[config.mk]
export PLATFORM = sky130hd
export DESIGN_NAME = seq_match_logger
export DESIGN_NICKNAME = d
export VERILOG_FILES = /design/src/rtl/seq_match_logger.sv
export SDC_FILE = /design/constraint.sdc
export NUM_CORES = 1
export LEC_CHECK = 0
export ABC_AREA = 1
export CAP_MARGIN = 20
export CORE_ASPECT_RATIO = 1.1
export CORE_UTILIZATION = 48
export DETAILED_ROUTE_END_ITERATION = 7
export GPL_TIMING_DRIVEN = 0
export PLACE_DENSITY = 0.77
export SLEW_MARGIN = 10
export SYNTH_ARGS = -nofsm -noshare
export SYNTH_HDL_FRONTEND = slang
export SYNTH_SLANG_ARGS = --single-unit
export TNS_END_PERCENT = 5
[constraint.sdc]
create_clock -name clk -period 4.6 [get_ports clk]
set_clock_uncertainty 0.1 [all_clocks]
set_input_delay 0.92 -clock clk [delete_from_list [all_inputs] [get_ports clk]]
set_output_delay 0.92 -clock clk [all_outputs]
set_load 0.02 [all_outputs]
[src/rtl/seq_match_logger.sv]
// Timestamps seq_seen pulses with a free-running position counter and
// queues them in a FWFT FIFO with saturating match count and sticky overflow.
// Ports: clk, reset (sync, active-high), seq_seen, rd_en -> rd_data,
//        rd_valid, fifo_full, level, overflow, match_count.
module seq_match_logger #(
  parameter int POS_WIDTH = 16,
  parameter int DEPTH     = 4,
  parameter int CNT_WIDTH = 8
) (
  input  logic                     clk,
  input  logic                     reset,
  input  logic                     seq_seen,
  input  logic                     rd_en,
  output logic [POS_WIDTH-1:0]     rd_data,
  output logic                     rd_valid,
  output logic                     fifo_full,
  output logic [$clog2(DEPTH):0]   level,
  output logic                     overflow,
  output logic [CNT_WIDTH-1:0]     match_count
);

  localparam int AW = $clog2(DEPTH);
  localparam logic [AW:0] FULL_LVL = (AW+1)'(DEPTH);
  localparam logic [CNT_WIDTH-1:0] CNT_MAX = '1;

  typedef enum logic [1:0] {
    EMPTY,
    PARTIAL,
    FULL
  } occ_t;

  occ_t                 state;
  logic [POS_WIDTH-1:0] pos;
  logic [AW-1:0]        wptr;
  logic [AW-1:0]        rptr;
  logic [POS_WIDTH-1:0] mem [DEPTH];

  logic       pop;
  logic       wr;
  logic       drop;
  logic [AW:0] lvl_nxt;

  assign rd_valid  = (state != EMPTY);
  assign fifo_full = (state == FULL);
  assign rd_data   = mem[rptr];

  always_comb begin
    pop     = rd_en && rd_valid;
    // When full, a push only lands if the head leaves in the same cycle;
    // the tail slot then aliases the departing head slot.
    wr      = seq_seen && (!fifo_full || pop);
    drop    = seq_seen && fifo_full && !pop;
    lvl_nxt = level;
    if (wr && !pop)
      lvl_nxt = level + 1'b1;
    else if (pop && !wr)
      lvl_nxt = level - 1'b1;
  end

  always_ff @(posedge clk) begin
    if (reset) begin
      state       <= EMPTY;
      pos         <= '0;
      wptr        <= '0;
      rptr        <= '0;
      level       <= '0;
      overflow    <= 1'b0;
      match_count <= '0;
    end else begin
      pos   <= pos + 1'b1;
      level <= lvl_nxt;
      if (lvl_nxt == '0)
        state <= EMPTY;
      else if (lvl_nxt == FULL_LVL)
        state <= FULL;
      else
        state <= PARTIAL;
      if (wr)
        wptr <= wptr + 1'b1;
      if (pop)
        rptr <= rptr + 1'b1;
      if (drop)
        overflow <= 1'b1;
      if (seq_seen && match_count != CNT_MAX)
        match_count <= match_count + 1'b1;
    end
  end

  always_ff @(posedge clk) begin
    if (!reset && wr)
      mem[wptr] <= pos;
  end

endmodule
==> flow_metrics.env <==
export IMPL_drive_above_1_share_pct=9.72
export IMPL_fp_dieH_um=99.7
export IMPL_num_antenna_cells=0
export IMPL_path_max_fanout=10
export IMPL_clk_latency_ns=0.37
export IMPL_cpPeakStageDelay_ns=0.64
export IMPL_globalRouteMet3Util_pct=4.05
export IMPL_ys_types=29
export IMPL_grtUsageMet1_pct=24.2
export IMPL_cts_sinks=100
export IMPL_fin_setup_tns_ns=0
export IMPL_p_sw_w=0.000483
export IMPL_fp_dieW_um=90.8
export IMPL_end_kind="output pin"
export IMPL_grt_max_degree=19
export IMPL_firstDrtPassIters=4
export IMPL_synth_nets=423
export IMPL_wl_um=8490
export IMPL_power_leakage_nw=1.80
export IMPL_gr_usage_met2_pct=35.4
export IMPL_placed_area_um2=4690
export IMPL_root_buffer="clkbuf_8"
export IMPL_total_power_w=0.00181
export IMPL_cts_resized=0
export IMPL_instances_no_fill=574
export IMPL_crit_type="reg2out"
export IMPL_slew_headroom_pct=39.3
export IMPL_pwr_share_comb_pct=13.0
export IMPL_start_util_pct=49.5
export IMPL_r2r_end="mem[1][11]$_DFFE_PP_"
export IMPL_final_cell_mix="64 x edfxtp_1, 60 x nand2_1, 56 x nor2_1"
export IMPL_finalCritPeriodShare_pct=72.9
export IMPL_avgSynthCellArea_um2=10.1
export IMPL_path_clk_slew_ns=0.10
export IMPL_cap_violations=0
export IMPL_syn_to_final_growth_pct=17.5
export IMPL_intPower_w=0.00132
export IMPL_hold_end="rptr[0]$_SDFFE_PP0N_"
export IMPL_grtUsageTotal_pct=20.1
export IMPL_rsz0062_at_grt="false"
export IMPL_fmax_mhz=298
export IMPL_status="complete, no violations"
export IMPL_io_pin_count=34
export IMPL_setup_viol=0
export IMPL_die_area_um2=9050
export IMPL_rows=35
export IMPL_cts_tree="yes"
export IMPL_p_sw_share_pct=26.7
export IMPL_slew_viol_final=0
export IMPL_antenna_found_initial=0
export IMPL_crit_buf_inv=2
export IMPL_yosysSeqAreaShare_pct=63.5
export IMPL_worst_pin_slew_ns=0.910
export IMPL_cp_start_kind="register"
export IMPL_worstRegToRegCells=4
export IMPL_fp_coreArea_um2=8410
export IMPL_path_cells="clkbuf_1, o21ai_0, o22ai_1, clkdlybuf4s50_1"
export IMPL_holdPathStages=1
export IMPL_hold_violations=0
export IMPL_r2r_start="state[0]$_SDFF_PP0_"
export IMPL_syn_area_um2=4160
export IMPL_yosys_warnings=0
export IMPL_gr_total_overflow=0
export IMPL_via_per_inst=5.27
export IMPL_grt_pass1_vias=3034
export IMPL_worstHoldStart="rptr[0]$_SDFFE_PP0N_"
export IMPL_fin_nets=470
export IMPL_port_buffers=33
export IMPL_wl_per_cell_um=14.8
export IMPL_slowest_stage="clkdlybuf4s50_1"
export IMPL_irDropWorstVdd_uv=186
export IMPL_reg2reg_setup_slack_ns=2.68
export IMPL_cts_setup_buffers=0
export IMPL_critical_path_top_delay_family="buffers and inverters"
export IMPL_gp_congestion=0.856
export IMPL_dp_hpwl_um=5720
export IMPL_first_iter_violations=209
export IMPL_htree_levels=3
export IMPL_hold_ws_ns=0.385
export IMPL_dpl_cell_count=558
export IMPL_design_area_um2=4890
export IMPL_grt_pass1_wl_um=14200
export IMPL_clockPowerShare_pct=32.2
export IMPL_detail_route_antenna_nets=0
export IMPL_cts_buffers=9
export IMPL_drc_errors=0
export IMPL_num_vias=3027
export IMPL_seqPwrFrac_pct=54.8
export IMPL_busiest_layer="met2"
export IMPL_hold_path_class="reg2reg"
export IMPL_ys_seq_elements=100
export IMPL_final_common_cell="edfxtp_1"
export IMPL_fin_crit_ns=3.35
export IMPL_cp_arrival_ns=2.33
export IMPL_synth_cells=411
export IMPL_p_per_area_nw_per_um2=370
export IMPL_required_ns=3.58
export IMPL_postCtsHoldBufs=0
export IMPL_clk_path_buf_depth=2
-- synth_stat cells, drive strengths merged --
library cell | n | area (um^2)
nor2 | 67 | 279
edfxtp | 64 | 1920
nand2 | 64 | 255
inv | 41 | 154
o21ai | 40 | 200
dfxtp | 36 | 721
a21oi | 20 | 100
nand3 | 20 | 110
o22ai | 16 | 100
clkbuf | 10 | 37.5
ha | 8 | 100
xor2 | 8 | 70.1
nand4 | 5 | 31.3
nor3 | 5 | 35.0
a211oi | 1 | 7.51
a31oi | 1 | 6.26
buf | 1 | 5.00
clkinv | 1 | 3.75
o21a | 1 | 7.51
o21bai | 1 | 7.51
xnor2 | 1 | 8.76
-- final cells by class --
cell class	instances	area [um^2]
clock inverters	7	81.3
flip-flops and latches	100	2640
clock buffers	9	124
well taps	111	139
plain buffers	11	42.5
repair buffers	36	375
inverters	42	158
fillers	717	3520
multi-input cells	258	1330
-- worst max-delay path by stage --
stage                     slack [ns]                  end  cells past startpoint
after floorplan                 2.23  mem[0][0]$_DFFE_PP_                      4
after global placement          1.02  mem[3][8]$_DFFE_PP_                      5
after detailed placement        1.46  mem[1][6]$_DFFE_PP_                      5
after CTS                       1.24          rd_data[14]                      4
after global routing            1.04          rd_data[14]                      5
final                           1.25          rd_data[14]                      4
-- through the flow --
| stage | util (%) | worst slack [ns] |
|---|---|---|
| global placement | 55.1 | 1.02 |
| finish | 58.2 | 1.25 |
| floorplan | - | 2.23 |
| detailed placement | 55.7 | 1.46 |
| CTS | 58.2 | 1.24 |
| global route | 58.2 | 1.04 |
-- logic make-up after synthesis --
group,Yosys count,share of synthesized area [%]
compound gates,80,10.3
xor+xnor,9,1.89
flops,100,63.5
simple gates,161,17.1
buf+inv,53,4.81
fa+ha+maj,8,2.41
-- sequential cells by signal (all words and copies together) (netlist names), named ones only --
register / cells
overflow: 1
pos: 16
level: 3
wptr: 2
state: 2
mem: 64
match_count: 8
rptr: 2
-- routing by layer --
layer,up-vias,wire length (um)
li1,1496,-
met5,-,0
met1,1454,3750
met2,68,4320
met4,0,79
met3,9,339
-- power groups by stage --
stage | Clock [W] | Combinational (W) | Sequential (W)
floorplan | 0 | 0.000136 | 0.00101
global placement | 0 | 0.000225 | 0.00101
detailed placement | 0 | 0.000235 | 0.00101
CTS | 0.000590 | 0.000236 | 0.000991
global route | 0.000624 | 0.000259 | 0.000995
finish | 0.000582 | 0.000234 | 0.000991
Power figures use the tool's default switching activity.
